<file path="src/rtl/fp_unit_sequencer_if.sv">
// ---------------------------------------------------------------------------
// fp_unit_sequencer_if
//   Bundles every non-clock signal of the FP unit sequencer. It covers the
//   request channel from issue, the operand/start/flush fan-out to the FP
//   datapath units, and their results coming back. It also carries the
//   response channel and the sticky flag accumulator.
//
//   Handshake rule (both request and response channels): a transfer happens
//   on a rising clk edge where valid && ready are both high. Once valid is
//   raised, the sender holds valid and payload stable until that transfer.
//   ready may depend combinationally on the receiver's state.
//
//   reqUnit / opUnit encoding (FpUnitType):
//     0 Move, 1 Classifier, 2 Sign, 3 Comparator, 4 MulAdd, 5 Div,
//     6 Sqrt, 7 unknown / unsupported.
//
//   Modports:
//     slave  - the sequencer
//     master - issue stage + datapath units + response consumer
// ---------------------------------------------------------------------------
interface fp_unit_sequencer_if #(
  parameter int FLEN = 32,
  parameter int XLEN = 32
);
  // request channel
  logic            reqValid;
  logic            reqReady;
  logic [2:0]      reqUnit;
  logic [2:0]      reqRm;
  logic [FLEN-1:0] reqSrc1;
  logic [FLEN-1:0] reqSrc2;
  logic [FLEN-1:0] reqSrc3;
  logic [XLEN-1:0] reqIntSrc;
  logic            flush;
  // datapath unit side
  logic            unitStart;
  logic            unitFlush;
  logic [2:0]      opUnit;
  logic [2:0]      opRm;
  logic [FLEN-1:0] opSrc1;
  logic [FLEN-1:0] opSrc2;
  logic [FLEN-1:0] opSrc3;
  logic [XLEN-1:0] opIntSrc;
  logic            unitDone;
  logic [FLEN-1:0] unitFpResult;
  logic [XLEN-1:0] unitIntResult;
  logic [4:0]      unitFlags;
  logic            unitWriteFlags;
  // response channel
  logic            rspValid;
  logic            rspReady;
  logic [FLEN-1:0] rspFpResult;
  logic [XLEN-1:0] rspIntResult;
  logic [4:0]      rspFlags;
  logic            rspWriteFlags;
  // flag accumulator
  logic            clearFlags;
  logic [4:0]      fflagsAcc;

  modport slave (
    input  reqValid, reqUnit, reqRm, reqSrc1, reqSrc2, reqSrc3, reqIntSrc,
           flush, unitDone, unitFpResult, unitIntResult, unitFlags,
           unitWriteFlags, rspReady, clearFlags,
    output reqReady, unitStart, unitFlush, opUnit, opRm, opSrc1, opSrc2,
           opSrc3, opIntSrc, rspValid, rspFpResult, rspIntResult, rspFlags,
           rspWriteFlags, fflagsAcc
  );

  modport master (
    output reqValid, reqUnit, reqRm, reqSrc1, reqSrc2, reqSrc3, reqIntSrc,
           flush, unitDone, unitFpResult, unitIntResult, unitFlags,
           unitWriteFlags, rspReady, clearFlags,
    input  reqReady, unitStart, unitFlush, opUnit, opRm, opSrc1, opSrc2,
           opSrc3, opIntSrc, rspValid, rspFpResult, rspIntResult, rspFlags,
           rspWriteFlags, fflagsAcc
  );
endinterface

</file>
<file path="src/rtl/fp_unit_sequencer.sv">
// ---------------------------------------------------------------------------
// fp_unit_sequencer
//   Accepts one FP operation at a time and latches its operands. It then
//   pulses unitStart and waits for completion. Completion is a fixed
//   latency (down-counter) or, for Sqrt, the unitDone strobe. The unit
//   outputs are captured into response registers and presented on the
//   response channel, and accepted flags are OR-ed into a sticky
//   accumulator.
//
//   Ports:
//     clk          clock
//     rst          asynchronous active-low reset
//     bus          fp_unit_sequencer_if.slave (request, unit, response,
//                  flag accumulator signals)
//     dbg_state_o  current FSM state (0 IDLE, 1 EXEC, 2 WAIT_DONE, 3 RESP)
// ---------------------------------------------------------------------------
module fp_unit_sequencer #(
  parameter int FLEN          = 32,
  parameter int XLEN          = 32,
  parameter int MULADD_CYCLES = 3,
  parameter int DIV_CYCLES    = 14
) (
  input  logic                 clk,
  input  logic                 rst,
  fp_unit_sequencer_if.slave   bus,
  output logic [1:0]           dbg_state_o
);

  localparam logic [1:0] S_IDLE      = 2'd0;
  localparam logic [1:0] S_EXEC      = 2'd1;
  localparam logic [1:0] S_WAIT_DONE = 2'd2;
  localparam logic [1:0] S_RESP      = 2'd3;

  localparam logic [2:0] U_MULADD  = 3'd4;
  localparam logic [2:0] U_DIV     = 3'd5;
  localparam logic [2:0] U_SQRT    = 3'd6;
  localparam logic [2:0] U_UNKNOWN = 3'd7;

  localparam int MAX_LAT = (MULADD_CYCLES > DIV_CYCLES) ? MULADD_CYCLES : DIV_CYCLES;
  localparam int CW      = $clog2(MAX_LAT + 1);

  logic [1:0]      state_q, state_d;
  logic [CW-1:0]   cnt_q, cnt_d;
  logic            start_q;
  logic [2:0]      op_unit_q, op_rm_q;
  logic [FLEN-1:0] op_src1_q, op_src2_q, op_src3_q;
  logic [XLEN-1:0] op_int_q;
  logic [FLEN-1:0] rsp_fp_q;
  logic [XLEN-1:0] rsp_int_q;
  logic [4:0]      rsp_flags_q;
  logic            rsp_wf_q;
  logic [4:0]      acc_q, acc_d;

  logic accept, capture, rsp_hs, flush_act, known_unit;

  assign flush_act  = bus.flush && (state_q != S_IDLE);
  assign accept     = (state_q == S_IDLE) && bus.reqValid && !bus.flush;
  assign known_unit = (op_unit_q != U_UNKNOWN);

  always_comb begin
    state_d = state_q;
    cnt_d   = cnt_q;
    capture = 1'b0;
    rsp_hs  = 1'b0;
    case (state_q)
      S_IDLE: begin
        if (accept) begin
          state_d = S_EXEC;
          // Counter holds L-1 so that "counter == 0" marks the last cycle.
          case (bus.reqUnit)
            U_MULADD: cnt_d = CW'(MULADD_CYCLES - 1);
            U_DIV:    cnt_d = CW'(DIV_CYCLES - 1);
            default:  cnt_d = '0;
          endcase
        end
      end
      S_EXEC: begin
        if (op_unit_q == U_SQRT) begin
          state_d = S_WAIT_DONE;
        end else if (cnt_q == '0) begin
          capture = 1'b1;
          state_d = S_RESP;
        end else begin
          cnt_d = cnt_q - 1'b1;
        end
      end
      S_WAIT_DONE: begin
        if (bus.unitDone) begin
          capture = 1'b1;
          state_d = S_RESP;
        end
      end
      default: begin // S_RESP
        if (bus.rspReady) begin
          rsp_hs  = 1'b1;
          state_d = S_IDLE;
        end
      end
    endcase
    // Flush overrides everything, including a response handshake in the
    // same cycle: that response is treated as dropped.
    if (flush_act) begin
      state_d = S_IDLE;
      cnt_d   = '0;
      capture = 1'b0;
      rsp_hs  = 1'b0;
    end
  end

  always_comb begin
    acc_d = bus.clearFlags ? 5'd0 : acc_q;
    if (rsp_hs && rsp_wf_q) acc_d = acc_d | rsp_flags_q;
  end

  always_ff @(posedge clk or negedge rst) begin
    if (!rst) begin
      state_q     <= S_IDLE;
      cnt_q       <= '0;
      start_q     <= 1'b0;
      op_unit_q   <= '0;
      op_rm_q     <= '0;
      op_src1_q   <= '0;
      op_src2_q   <= '0;
      op_src3_q   <= '0;
      op_int_q    <= '0;
      rsp_fp_q    <= '0;
      rsp_int_q   <= '0;
      rsp_flags_q <= '0;
      rsp_wf_q    <= 1'b0;
      acc_q       <= '0;
    end else begin
      state_q <= state_d;
      cnt_q   <= cnt_d;
      start_q <= accept;
      acc_q   <= acc_d;
      if (accept) begin
        op_unit_q <= bus.reqUnit;
        op_rm_q   <= bus.reqRm;
        op_src1_q <= bus.reqSrc1;
        op_src2_q <= bus.reqSrc2;
        op_src3_q <= bus.reqSrc3;
        op_int_q  <= bus.reqIntSrc;
      end
      if (capture) begin
        // Unsupported units answer with an all-zero, non-flag-writing result.
        rsp_fp_q    <= known_unit ? bus.unitFpResult   : '0;
        rsp_int_q   <= known_unit ? bus.unitIntResult  : '0;
        rsp_flags_q <= known_unit ? bus.unitFlags      : '0;
        rsp_wf_q    <= known_unit ? bus.unitWriteFlags : 1'b0;
      end
    end
  end

  assign bus.reqReady      = (state_q == S_IDLE) && !bus.flush;
  assign bus.unitStart     = start_q;
  assign bus.unitFlush     = flush_act;
  assign bus.opUnit        = op_unit_q;
  assign bus.opRm          = op_rm_q;
  assign bus.opSrc1        = op_src1_q;
  assign bus.opSrc2        = op_src2_q;
  assign bus.opSrc3        = op_src3_q;
  assign bus.opIntSrc      = op_int_q;
  assign bus.rspValid      = (state_q == S_RESP);
  assign bus.rspFpResult   = rsp_fp_q;
  assign bus.rspIntResult  = rsp_int_q;
  assign bus.rspFlags      = rsp_flags_q;
  assign bus.rspWriteFlags = rsp_wf_q;
  assign bus.fflagsAcc     = acc_q;
  assign dbg_state_o       = state_q;

endmodule

</file>
<file path="src/flat_wrapper.sv">
// flat-port wrapper written by rule: the top's interface ports become plain ports
module fp_unit_sequencer_flat 
#(
  parameter int FLEN          = 32,
  parameter int XLEN          = 32,
  parameter int MULADD_CYCLES = 3,
  parameter int DIV_CYCLES    = 14
)
  (clk, rst, dbg_state_o, bus_reqValid, bus_reqUnit, bus_reqRm, bus_reqSrc1, bus_reqSrc2, bus_reqSrc3, bus_reqIntSrc, bus_flush, bus_unitDone, bus_unitFpResult, bus_unitIntResult, bus_unitFlags, bus_unitWriteFlags, bus_rspReady, bus_clearFlags, bus_reqReady, bus_unitStart, bus_unitFlush, bus_opUnit, bus_opRm, bus_opSrc1, bus_opSrc2, bus_opSrc3, bus_opIntSrc, bus_rspValid, bus_rspFpResult, bus_rspIntResult, bus_rspFlags, bus_rspWriteFlags, bus_fflagsAcc);
  fp_unit_sequencer_if #(.FLEN(FLEN), .XLEN(XLEN)) bus_i ();
  input  logic clk;
  input  logic rst;
  output logic [1:0] dbg_state_o;
  input wire logic [$bits(bus_i.reqValid)-1:0] bus_reqValid;
  input wire logic [$bits(bus_i.reqUnit)-1:0] bus_reqUnit;
  input wire logic [$bits(bus_i.reqRm)-1:0] bus_reqRm;
  input wire logic [$bits(bus_i.reqSrc1)-1:0] bus_reqSrc1;
  input wire logic [$bits(bus_i.reqSrc2)-1:0] bus_reqSrc2;
  input wire logic [$bits(bus_i.reqSrc3)-1:0] bus_reqSrc3;
  input wire logic [$bits(bus_i.reqIntSrc)-1:0] bus_reqIntSrc;
  input wire logic [$bits(bus_i.flush)-1:0] bus_flush;
  input wire logic [$bits(bus_i.unitDone)-1:0] bus_unitDone;
  input wire logic [$bits(bus_i.unitFpResult)-1:0] bus_unitFpResult;
  input wire logic [$bits(bus_i.unitIntResult)-1:0] bus_unitIntResult;
  input wire logic [$bits(bus_i.unitFlags)-1:0] bus_unitFlags;
  input wire logic [$bits(bus_i.unitWriteFlags)-1:0] bus_unitWriteFlags;
  input wire logic [$bits(bus_i.rspReady)-1:0] bus_rspReady;
  input wire logic [$bits(bus_i.clearFlags)-1:0] bus_clearFlags;
  output wire logic [$bits(bus_i.reqReady)-1:0] bus_reqReady;
  output wire logic [$bits(bus_i.unitStart)-1:0] bus_unitStart;
  output wire logic [$bits(bus_i.unitFlush)-1:0] bus_unitFlush;
  output wire logic [$bits(bus_i.opUnit)-1:0] bus_opUnit;
  output wire logic [$bits(bus_i.opRm)-1:0] bus_opRm;
  output wire logic [$bits(bus_i.opSrc1)-1:0] bus_opSrc1;
  output wire logic [$bits(bus_i.opSrc2)-1:0] bus_opSrc2;
  output wire logic [$bits(bus_i.opSrc3)-1:0] bus_opSrc3;
  output wire logic [$bits(bus_i.opIntSrc)-1:0] bus_opIntSrc;
  output wire logic [$bits(bus_i.rspValid)-1:0] bus_rspValid;
  output wire logic [$bits(bus_i.rspFpResult)-1:0] bus_rspFpResult;
  output wire logic [$bits(bus_i.rspIntResult)-1:0] bus_rspIntResult;
  output wire logic [$bits(bus_i.rspFlags)-1:0] bus_rspFlags;
  output wire logic [$bits(bus_i.rspWriteFlags)-1:0] bus_rspWriteFlags;
  output wire logic [$bits(bus_i.fflagsAcc)-1:0] bus_fflagsAcc;
  assign bus_i.reqValid = bus_reqValid;
  assign bus_i.reqUnit = bus_reqUnit;
  assign bus_i.reqRm = bus_reqRm;
  assign bus_i.reqSrc1 = bus_reqSrc1;
  assign bus_i.reqSrc2 = bus_reqSrc2;
  assign bus_i.reqSrc3 = bus_reqSrc3;
  assign bus_i.reqIntSrc = bus_reqIntSrc;
  assign bus_i.flush = bus_flush;
  assign bus_i.unitDone = bus_unitDone;
  assign bus_i.unitFpResult = bus_unitFpResult;
  assign bus_i.unitIntResult = bus_unitIntResult;
  assign bus_i.unitFlags = bus_unitFlags;
  assign bus_i.unitWriteFlags = bus_unitWriteFlags;
  assign bus_i.rspReady = bus_rspReady;
  assign bus_i.clearFlags = bus_clearFlags;
  assign bus_reqReady = bus_i.reqReady;
  assign bus_unitStart = bus_i.unitStart;
  assign bus_unitFlush = bus_i.unitFlush;
  assign bus_opUnit = bus_i.opUnit;
  assign bus_opRm = bus_i.opRm;
  assign bus_opSrc1 = bus_i.opSrc1;
  assign bus_opSrc2 = bus_i.opSrc2;
  assign bus_opSrc3 = bus_i.opSrc3;
  assign bus_opIntSrc = bus_i.opIntSrc;
  assign bus_rspValid = bus_i.rspValid;
  assign bus_rspFpResult = bus_i.rspFpResult;
  assign bus_rspIntResult = bus_i.rspIntResult;
  assign bus_rspFlags = bus_i.rspFlags;
  assign bus_rspWriteFlags = bus_i.rspWriteFlags;
  assign bus_fflagsAcc = bus_i.fflagsAcc;
  fp_unit_sequencer #(.FLEN(FLEN), .XLEN(XLEN), .MULADD_CYCLES(MULADD_CYCLES), .DIV_CYCLES(DIV_CYCLES)) u_core (.clk(clk), .rst(rst), .bus(bus_i), .dbg_state_o(dbg_state_o));
endmodule
</file>
<file path="config.mk">
export PLATFORM = sky130hd
export DESIGN_NAME = fp_unit_sequencer_flat
export DESIGN_NICKNAME = d
export VERILOG_FILES = /design/src/rtl/fp_unit_sequencer_if.sv /design/src/rtl/fp_unit_sequencer.sv /design/src/flat_wrapper.sv
export SDC_FILE = /design/constraint.sdc
export NUM_CORES = 1
export LEC_CHECK = 0
export BUFFER_PORTS_ARGS = -buffer_cell sky130_fd_sc_hd__buf_2
export CORE_AREA = 2 2 168 170
export DETAILED_ROUTE_END_ITERATION = 6
export DIE_AREA = 0 0 170 172
export PLACE_DENSITY_LB_ADDON = 0.05
export SYNTH_ARGS = -nofsm -noshare
export SYNTH_HDL_FRONTEND = slang
export SYNTH_SLANG_ARGS = --single-unit
</file>
<file path="constraint.sdc">
create_clock -name clk -period 5.18 [get_ports clk]
set_input_delay 0.777 -clock clk [delete_from_list [all_inputs] [get_ports clk]]
set_output_delay 0.777 -clock clk [all_outputs]
set_load 0.1 [all_outputs]
</file>
==> metrics.md, run 1 <==
| Metric | Value |
|---|---|
| Max-Cap Viols | `0` |
| Synth Cell Area | `0.00904 mm2` |
| Crit path max-delay family | `buffers and inverters` |
| Post-synthesis net count | `882` |
| YS warnings | `0` |
| Slew Viols, Final | `0` |
| WL final | `25500 um` |
| Initial antenna violation count | `5` |
| Die Span Y | `between 150 and 200 um` |
| Critical Path Max Stage Delay | `between 0.5 and 0.6 ns` |
| First-pass GRT wire length | `38500 um` |
| Fill count | `2653` |
| Vias | `about 6400` |
| CP Data Required Time | `around 4.4 ns` |
| Area Overhead vs Synth | `35.8%` |
| Status | `completed` |
| Setup TNS | `0 ns` |
| Number of hold buffers added after CTS | `0` |
| Worst Hold Class | `in -> async` |
| Post-synthesis sequential area ratio | `roughly three fifths` |
| Fin Clk Skew | `0.00881 ns` |
| TritonCTS Buffers | `26` |
| Post CTS Setup Buffer Count | `0` |
| Placer Congestion | `around 0.74` |
| Initial Utilization | `32.9%` |
| Crit-path slowest cell | `nor2b_1` |
| Post-synthesis register bit count | `216` |
| Drt pass-1 iters | `4` |
| Crit start category | `flip-flop` |
| Gr usage total | `16.8%` |
| Worst Path Max Fanout | `8` |
| Final Cycle Share | `62.4%` |
| Post-DP HPWL | `around 18000 um` |
| Vias in the first global route | `6757` |
| WP buf/inv | `2` |
| Maximum clock path buffer count | `3` |
| Clk pin slew, worst setup/hold paths | `0.06 ns` |
| DRC violations left | `0` |
| H-tree depth | `1` |
| Final Hold Violating Endpoints | `0` |
| Achievable Freq | `309 MHz` |
| Resize count post-CTS | `0` |
| Via/cell ratio | `4.39` |
| Crit path cell chain | `inv_1 > ha_1 > nor2b_1 > buf_2` |
| Die ar. | `0.0292 mm2` |
| Final Instance Count excl. Fillers | `1455` |
| Setup ws final | `1.95 ns` |
| DR WL/cell | `17.5 um` |
| GR Overflow Total | `0` |
| Final net count | `1309` |
| Share of post-route cells with drive strength above 1 | `54.7%` |
| Worst Path Arrival | `2.46 ns` |
| Core footprint | `~0.027 mm2` |
| I/O pins | `426` |
| Minimum clock period | `3.23 ns` |
| CTS sink count | `roughly 220` |
| Setup crit end kind | `primary output` |
| Final Setup Violations | `0` |
| DRT antenna net count | `0` |
| Distinct cells, synth | `37` |
| Worst-Margin Slew | `between 0.8 and 0.9 ns` |
| IO Port Bufs | `425` |
| Initial drt markers | `264` |
| Setup CP Type | `reg -> out` |
| Clk_lat worst skew | `0.52 ns` |
| Syn avg cell area | `13.6 um2` |
| CTS tree | `done` |
| Row cnt | `61` |
| Post-Place Cells | `1410` |
| Root buf cell | `clkbuf_16` |
| RSZ-0062 raised after global routing | `false` |
| WHS | `roughly 0.3 ns` |
| Die W | `approximately 170 um` |
| Cells after synthesis | `665` |
| Dpl ws | `2.25 ns` |
| Largest net degree at the start of global routing | `106` |
| Relative slew slack | `around 45%` |
## registers in the layout, indices dropped and copies added, names as in the netlist
name,flops
u_core.bus.opIntSrc,32
u_core.bus.fflagsAcc,5
u_core.dbg_state_o,2
u_core.bus.unitStart,1
u_core.cnt_q,4
u_core.bus.opSrc1,32
u_core.bus.opUnit,3
u_core.bus.rspFpResult,32
u_core.bus.rspIntResult,32
u_core.bus.opSrc2,32
u_core.bus.rspFlags,5
u_core.bus.opSrc3,32
u_core.bus.rspWriteFlags,1
u_core.bus.opRm,3
## per-stage QoR
step	utilization [%]	instance area (um2)
2_1_floorplan	-	9040
3_3_place_gp	41.7	11400
3_5_place_dp	41.7	11400
4_1_cts	44.6	12300
5_1_grt	44.6	12300
6_report	44.6	12300
## layout make-up
| cell class | count | area [um2] | share of cell area, % |
|---|---|---|---|
| Sequential cell | 216 | 5410 | 44.1 |
| Antenna cell | 2 | 5.00 | 0.0408 |
| Tap cell | 346 | 433 | 3.53 |
| Clock buffer | 41 | 778 | 6.34 |
| Inverter | 83 | 312 | 2.54 |
| Multi-Input combinational cell | 334 | 3090 | 25.2 |
| Timing Repair Buffer | 431 | 2210 | 18.0 |
| Clock inverter | 2 | 35.0 | 0.286 |
## worst register-to-register path, stage by stage (launching register included)
cell and delay (ns):
dfrtp_1 0.42, inv_1 0.10, ha_1 0.30, and2b_1 0.19, and2_4 0.68, buf_12 0.54, mux2_2 0.46
## cells by family (layout without fill, tap and decap cells)
logic type | after synthesis | in the layout | share of synthesized area [%]
AOI/OAI and AO/OA | 22 | 22 | 1.62
adders and majority gates | 6 | 6 | 0.831
buffers and inverters | 115 | 557 | 6.09
DFF | 216 | 216 | 59.8
muxes | 206 | 206 | 26.7
other | 0 | 2 | 0
and+or+nand+nor | 100 | 100 | 4.92
## synth_stat cells
library cell | count | share of area, %
dfrtp_1 | 216 | 60
mux2_2 | 85 | 11
inv_1 | 83 | 3.4
nand2_1 | 76 | 3.2
mux2i_1 | 71 | 7.9
mux2_4 | 49 | 8.1
buf_6 | 13 | 1.6
buf_2 | 8 | 0.44
clkbuf_1 | 8 | 0.33
o21ai_0 | 8 | 0.44
ha_1 | 6 | 0.83
a21oi_1 | 5 | 0.28
nand3_1 | 5 | 0.28
buf_4 | 3 | 0.25
a221o_1 | 2 | 0.22
a221oi_1 | 2 | 0.19
and2_1 | 2 | 0.14
nand3b_1 | 2 | 0.17
nor2_1 | 2 | 0.083
nor3_1 | 2 | 0.11
a211oi_1 | 1 | 0.083
a21oi_2 | 1 | 0.097
a2bb2oi_1 | 1 | 0.097
a32oi_1 | 1 | 0.097
and2b_1 | 1 | 0.083
and3b_1 | 1 | 0.097
mux2_1 | 1 | 0.12
nand2b_1 | 1 | 0.069
nor2b_1 | 1 | 0.069
nor3b_1 | 1 | 0.083
nor3b_2 | 1 | 0.14
nor4_1 | 1 | 0.069
nor4b_1 | 1 | 0.097
o211a_1 | 1 | 0.11
or3_1 | 1 | 0.069
or3_4 | 1 | 0.12
or4_1 | 1 | 0.083
## per-layer routing
| layer | GRT usage [%] | vias to the layer above | part of all wire, % |
|---|---|---|---|
| li1 | - | 3040 | - |
| met2 | 28.4 | 271 | 47 |
| met1 | 19.8 | 3023 | 40 |
| met5 | 0 | - | 0.051 |
| met4 | 5.54 | 2 | 2.7 |
| met3 | 6.52 | 47 | 10 |
## worst paths after layout
check	cells past startpoint	slack (ns)	to	start
worst max-delay path	4	1.95	bus_unitFlush	u_core.dbg_state_o[0]$_DFFE_PN0P_
worst min register to register	1	0.50	u_core.bus.opSrc1[21]$_DFFE_PN0P_	u_core.bus.opSrc1[21]$_DFFE_PN0P_
worst min-delay path	1	0.30	u_core.bus.opSrc3[9]$_DFFE_PN0P_	rst
min in group clk	2	0.48	u_core.bus.opSrc1[13]$_DFFE_PN0P_	bus_reqSrc1[13]
worst max register to register	6	2.39	u_core.bus.opSrc2[10]$_DFFE_PN0P_	u_core.dbg_state_o[0]$_DFFE_PN0P_
max in group asynchronous	2	3.66	u_core.bus.opSrc3[16]$_DFFE_PN0P_	rst
## cells in the final DEF, fill, tap and decap left out, types with 2 or more instances in the layout
cell type  synthesis  layout
mux2_4            49      49
ha_1               6       6
nor2_1             2       2
mux2_2            85      85
clkbuf_8           0       5
clkbuf_16          0      27
a221o_1            2       2
o21ai_0            8       8
nand3_1            5       4
inv_1             83      83
mux2i_1           71      71
diode_2            0       2
nand3b_1           2       2
nor3b_2            1       2
dfrtp_1          216     216
a21oi_1            5       5
buf_2              8     424
nand2_1           76      76
buf_4              3       4
nor3_1             2       2
buf_12             0       2
clkbuf_1           8       9
a221oi_1           2       2
Power of run 1 is left out: the tool's default activity adds up to more than one toggle a clock period on the data nets, which glitch-free logic cannot reach.
==> run 2: changes to the inputs <==
==> constraint.sdc (replaced) <==
create_clock -name clk -period 3.1 [get_ports clk]
set_input_delay 0.465 -clock clk [delete_from_list [all_inputs] [get_ports clk]]
set_output_delay 0.465 -clock clk [all_outputs]
set_load 0.1 [all_outputs]
==> metrics.md, run 2 (synthesis results as in run 1) <==
| Metric | Value |
|---|---|
| Status | `completed (unchanged)` |
| Clk pin slew, worst setup/hold paths | `0.06 ns (about the same)` |
| TritonCTS Buffers | `26 (unchanged)` |
| CTS sink count | `216 (unchanged)` |
| Setup TNS | `0 ns (unchanged)` |
| GR Overflow Total | `0 (unchanged)` |
| I/O pins | `426 (unchanged)` |
| Core footprint | `0.0275 mm2 (unchanged)` |
| Clk_lat worst skew | `0.52 ns (about the same)` |
| Initial antenna violation count | `6 (was 5)` |
| Number of hold buffers added after CTS | `1 (was 0)` |
| Slew Viols, Final | `0 (unchanged)` |
| Worst Hold Class | `in -> reg (was in -> async)` |
| Worst Path Arrival | `2.39 ns (was 2.46 ns)` |
| Vias in the first global route | `6594 (was 6757)` |
| Drt pass-1 iters | `4 (unchanged)` |
| Final Setup Violations | `0 (unchanged)` |
| Reg2reg setup slack | `0.75 ns (was 2.39 ns)` |
| CTS tree | `done (unchanged)` |
| DRT antenna net count | `0 (unchanged)` |
| Initial Utilization | `32.9% (unchanged)` |
| DRC violations left | `0 (unchanged)` |
| Final net count | `1314 (was 1309)` |
| CP Data Required Time | `2.63 ns (was 4.40 ns)` |
| RSZ-0062 raised after global routing | `false (unchanged)` |
| Met2 usage | `28.1% (was 28.4%)` |
| Area Overhead vs Synth | `36.4% (was 35.8%)` |
| Relative slew slack | `48.5% (was 45.0%)` |
| Crit start category | `flip-flop (unchanged)` |
| R2r endpoint | `u_core.bus.opSrc1[23]$_DFFE_PN0P_ (was u_core.bus.opSrc2[10]$_DFFE_PN0P_)` |
| IO Port Bufs | `425 (unchanged)` |
| Critical path origin | `u_core.dbg_state_o[0]$_DFFE_PN0P_ (unchanged)` |
| Fin Clk Skew | `0.00637 ns (was 0.00881 ns)` |
| Largest net degree at the start of global routing | `74 (was 106)` |
| H-tree depth | `1 (unchanged)` |
| Most frequent cells in the layout | `buf_2 (424), dfrtp_1 (216), mux2_2 (85) (unchanged)` |
| Post-DP HPWL | `18900 um (was 18300 um)` |
| GRT Max-Usage Layer | `met2 (unchanged)` |
| Gr usage total | `16.9% (was 16.8%)` |
| Worst-Margin Slew | `0.772 ns (was 0.825 ns)` |
| WL final | `25600 um (was 25500 um)` |
| Post CTS Setup Buffer Count | `0 (unchanged)` |
| Placer Congestion | `0.741 (was 0.744)` |
| First-pass GRT wire length | `38200 um (was 38500 um)` |
| Final Cycle Share | `92.0%` |
| Setup crit end kind | `primary output (unchanged)` |
| Minimum clock period | `2.85 ns` |
| Setup CP Type | `reg -> out (unchanged)` |
| Die ar. | `0.0292 mm2 (unchanged)` |
| Resize count post-CTS | `0 (unchanged)` |
| Util after Layout | `44.9% (was 44.6%)` |
| Root buf cell | `clkbuf_16 (unchanged)` |
| Die W | `170 um (unchanged)` |
| Via/cell ratio | `4.44 (was 4.39)` |
| Routing usage on met3 | `6.48% (was 6.52%)` |
| Die Span Y | `172 um (unchanged)` |
| GR Util met1 | `20.2% (was 19.8%)` |
| Max-Cap Viols | `0 (unchanged)` |
| R2R depth | `6 (unchanged)` |
| Worst Path Max Fanout | `8 (unchanged)` |
| Row cnt | `61 (unchanged)` |
| Share of post-route cells with drive strength above 1 | `54.8% (was 54.7%)` |
| Maximum clock path buffer count | `3 (unchanged)` |
| Vias | `6491 (was 6383)` |
| Initial drt markers | `226 (was 264)` |
| Final Hold Violating Endpoints | `0 (unchanged)` |
| Achievable Freq | `351 MHz` |
| Critical Path End | `bus_unitFlush (unchanged)` |
| Commonest non-fill, non-tap cell in the layout | `buf_2 (unchanged)` |
| Reg-to-reg critical path startpoint | `u_core.dbg_state_o[0]$_DFFE_PN0P_ (unchanged)` |
| DR WL/cell | `17.5 um (about the same)` |
[run 2: cell count changes in the layout (fill, tap and decap cells not counted)]
cell	delta
buf_12	+3
buf_4	+1
bufinv_16	-1
clkbuf_1	+1
clkbuf_8	-1
clkinv_2	+3
dlygate4sd3_1	+1
inv_6	+1
[run 2: worst max-delay path, stage by stage, from the launching register on]
cell	delay (ns)
dfrtp_1	0.42
inv_1	0.09
ha_1	0.29
nor2b_1	0.52
buf_2	0.55
[run 2: how the worst min path moves through the flow]
stage | cells past startpoint | startpoint | slack [ns] | to
6_report | 2 | bus_reqSrc1[3] | 0.18 | u_core.bus.opSrc1[3]$_DFFE_PN0P_
5_1_grt | 2 | bus_reqSrc3[11] | 0.15 | u_core.bus.opSrc3[11]$_DFFE_PN0P_
4_1_cts | 2 | bus_reqSrc1[13] | 0.14 | u_core.bus.opSrc1[13]$_DFFE_PN0P_
3_5_place_dp | 1 | rst | 0.48 | u_core.bus.opSrc3[17]$_DFFE_PN0P_
3_3_place_gp | 1 | rst | 0.49 | u_core.bus.opSrc3[13]$_DFFE_PN0P_
2_1_floorplan | 0 | rst | 0.17 | u_core.bus.fflagsAcc[0]$_DFF_PN0_
[run 2: layer usage]
layer	wire length [um]	share of wire, %
met5	46	0.18
met4	718	2.8
met3	2410	9.4
met2	12100	47
met1	10300	40
[run 2: stage by stage]
stage,setup slack (ns),cell area [um2],std cells,hold WS [ns]
6_report,0.248,12300,1463,0.176
2_1_floorplan,0.00799,9040,665,0.169
4_1_cts,0.209,12300,1461,0.139
5_1_grt,0.0940,12300,1462,0.150
3_5_place_dp,0.752,11500,1414,0.484
3_3_place_gp,0.773,11500,1414,0.486
[run 2: final cells by class]
| class | count | area [um2] |
|---|---|---|
| diodes | 2 | 5.00 |
| clock buffers | 41 | 768 |
| clock inverters | 5 | 28.8 |
| fillers | 2685 | 15100 |
| inverters | 83 | 312 |
| multi-input cells | 334 | 3090 |
| flip-flops and latches | 216 | 5410 |
| well taps | 346 | 433 |
| repair buffers | 436 | 2280 |
Power of run 2 is left out for the same reason.
==> run 3: changes to the inputs <==
--- a/config.mk
+++ b/config.mk
@@ -10,6 +10,7 @@
 export DETAILED_ROUTE_END_ITERATION = 6
 export DIE_AREA = 0 0 170 172
 export PLACE_DENSITY_LB_ADDON = 0.05
+export RECOVER_POWER = 100
 export SYNTH_ARGS = -nofsm -noshare
 export SYNTH_HDL_FRONTEND = slang
 export SYNTH_SLANG_ARGS = --single-unit
==> metrics.md, run 3 (synthesis results as in run 1) <==
| Metric | Value |
|---|---|
| Status | `complete, but fails checks (was completed)` |
| Failing checks | `max-capacitance violations, max-slew violations` |
| GR Util met1 | `20.2% (unchanged)` |
| Worst-Margin Slew | `1.93 ns (was 0.772 ns)` |
| Max-Cap Viols | `1 (was 0)` |
| Relative slew slack | `-28.7% (was 48.5%)` |
| Clk_lat worst skew | `0.52 ns (about the same)` |
| Most frequent cells in the layout | `clkbuf_1 (224), dfrtp_1 (216), buf_2 (209) (was buf_2 (424), dfrtp_1 (216), mux2_2 (85))` |
| Final Setup Violations | `0 (unchanged)` |
| Die W | `170 um (unchanged)` |
| Initial Utilization | `32.9% (unchanged)` |
| Largest net degree at the start of global routing | `74 (unchanged)` |
| Fill count | `2808 (was 2685)` |
| Worst Path Arrival | `2.39 ns (about the same)` |
| Minimum clock period | `2.85 ns (about the same)` |
| Final net count | `1314 (unchanged)` |
| IO Port Bufs | `425 (unchanged)` |
| GRT Max-Usage Layer | `met2 (unchanged)` |
| Critical Path Max Stage Delay | `0.58 ns (was 0.55 ns)` |
| Gr usage total | `16.9% (unchanged)` |
| Area Overhead vs Synth | `30.8% (was 36.4%)` |
| TritonCTS Buffers | `26 (unchanged)` |
| Crit start category | `flip-flop (unchanged)` |
| Worst Hold Class | `in -> reg (unchanged)` |
| Worst Path Max Fanout | `8 (unchanged)` |
| DR WL/cell | `17.4 um (was 17.5 um)` |
| Root buf cell | `clkbuf_16 (unchanged)` |
| Initial antenna violation count | `6 (unchanged)` |
| RSZ-0062 raised after global routing | `false (unchanged)` |
| Reg2reg setup slack | `0.48 ns (was 0.75 ns)` |
| Slew Viols, Final | `72 (was 0)` |
| Die Span Y | `172 um (unchanged)` |
| DRC violations left | `0 (unchanged)` |
| Drt pass-1 iters | `4 (unchanged)` |
| Post-Place Cells | `1414 (unchanged)` |
| Final Hold Violating Endpoints | `0 (unchanged)` |
| Crit-path slowest cell | `clkbuf_2 (was buf_2)` |
| Die ar. | `0.0292 mm2 (unchanged)` |
| WL final | `25500 um (was 25600 um)` |
| Maximum clock path buffer count | `3 (unchanged)` |
| WP buf/inv | `2 (unchanged)` |
| DRT antenna net count | `0 (unchanged)` |
| Multi-input gate area | `0.00291 mm2 (was 0.00309 mm2)` |
| Placed Area | `0.0115 mm2 (unchanged)` |
| Final Instance Count excl. Fillers | `1463 (unchanged)` |
| H-tree depth | `1 (unchanged)` |
| Core footprint | `0.0275 mm2 (unchanged)` |
| Vias | `6483 (was 6491)` |
| Row cnt | `61 (unchanged)` |
| Routing usage on met3 | `6.48% (unchanged)` |
| First-pass GRT wire length | `38200 um (unchanged)` |
| Setup TNS | `0 ns (unchanged)` |
| Clk pin slew, worst setup/hold paths | `0.06 ns (about the same)` |
| I/O pins | `426 (unchanged)` |
| Met2 usage | `28.1% (unchanged)` |
| Share of post-route cells with drive strength above 1 | `31.2% (was 54.8%)` |
| Final Cell Area | `0.0118 mm2 (was 0.0123 mm2)` |
| Commonest non-fill, non-tap cell in the layout | `clkbuf_1 (was buf_2)` |
| Register Area | `0.00541 mm2 (unchanged)` |
| CP Data Required Time | `2.63 ns (about the same)` |
| Fin Clk Skew | `0.00512 ns (was 0.00637 ns)` |
| CTS tree | `done (unchanged)` |
| Setup crit end kind | `primary output (unchanged)` |
| CTS sink count | `216 (unchanged)` |
| Via/cell ratio | `4.43 (was 4.44)` |
| Final Cycle Share | `92.0% (about the same)` |
| Setup CP Type | `reg -> out (unchanged)` |
| Placer Congestion | `0.741 (unchanged)` |
| GR Overflow Total | `0 (unchanged)` |
| Post-DP HPWL | `18900 um (unchanged)` |
| Crit path max-delay family | `buffers and inverters (unchanged)` |
| Crit path cell chain | `inv_1 > ha_1 > nor2b_1 > clkbuf_2 (was inv_1 > ha_1 > nor2b_1 > buf_2)` |
| Achievable Freq | `351 MHz (about the same)` |
| Vias in the first global route | `6594 (unchanged)` |
| Initial drt markers | `244 (was 226)` |
run 3: cell count changes in the layout (fill, tap and decap cells not counted), moves of 2 or more:
cell	before	now
clkbuf_4	0	2
clkbuf_1	10	224
buf_12	5	2
buf_4	5	2
mux2_1	1	47
clkbuf_2	0	6
buf_2	424	209
mux2_4	49	3
run 3: repair_timing:
action,in CTS,in global routing
setup buffers,0,0
resized for setup,0,0
hold endpoints to repair,70,0
hold buffers,1,0
run 3: per-stage QoR:
step	hold slack, ns	utilization (%)	setup WS, ns
floorplan	0.169	-	0.00799
global placement	0.486	41.9	0.773
detailed placement	0.484	41.9	0.752
CTS	0.139	44.9	0.209
global route	0.144	43.0	0.105
finish	0.159	43.0	0.248
run 3: layout make-up:
class,instances,area share [%]
antenna,2,0.0424
clock buffer,41,6.50
clock inverter,5,0.244
inverter,83,2.64
multi-input combinational,334,24.6
sequential,216,45.7
tap,346,3.66
timing repair buffer,436,16.6
run 3: layer usage:
layer	up-vias	wire, um
met1	3086	10200
li1	3063	-
met2	283	12100
met4	6	716
met3	45	2470
met5	-	46
run 3: worst reg2reg max path: cells and delay by family, from the launching register on:
kind / cells / cell delay (ns)
and+or+nand+nor: 2 / 0.56
adders and majority gates: 1 / 0.29
buffers and inverters: 2 / 0.80
muxes: 1 / 0.44
DFF: 1 / 0.43
run 3: path summary, 6_finish.rpt:
path / endpoint / startpoint / cells after the start
max in group asynchronous: u_core.bus.rspFpResult[21]$_DFFE_PN0P_ / rst / 3
setup / recovery: bus_unitFlush / u_core.dbg_state_o[0]$_DFFE_PN0P_ / 4
hold / removal: u_core.bus.opSrc1[12]$_DFFE_PN0P_ / bus_reqSrc1[12] / 2
min in group asynchronous: u_core.bus.opSrc3[17]$_DFFE_PN0P_ / rst / 2
setup reg to reg: u_core.bus.opSrc1[31]$_DFFE_PN0P_ / u_core.dbg_state_o[0]$_DFFE_PN0P_ / 6
hold reg to reg: u_core.bus.opSrc3[13]$_DFFE_PN0P_ / u_core.bus.opSrc3[13]$_DFFE_PN0P_ / 1
Power of run 3 is left out for the same reason.
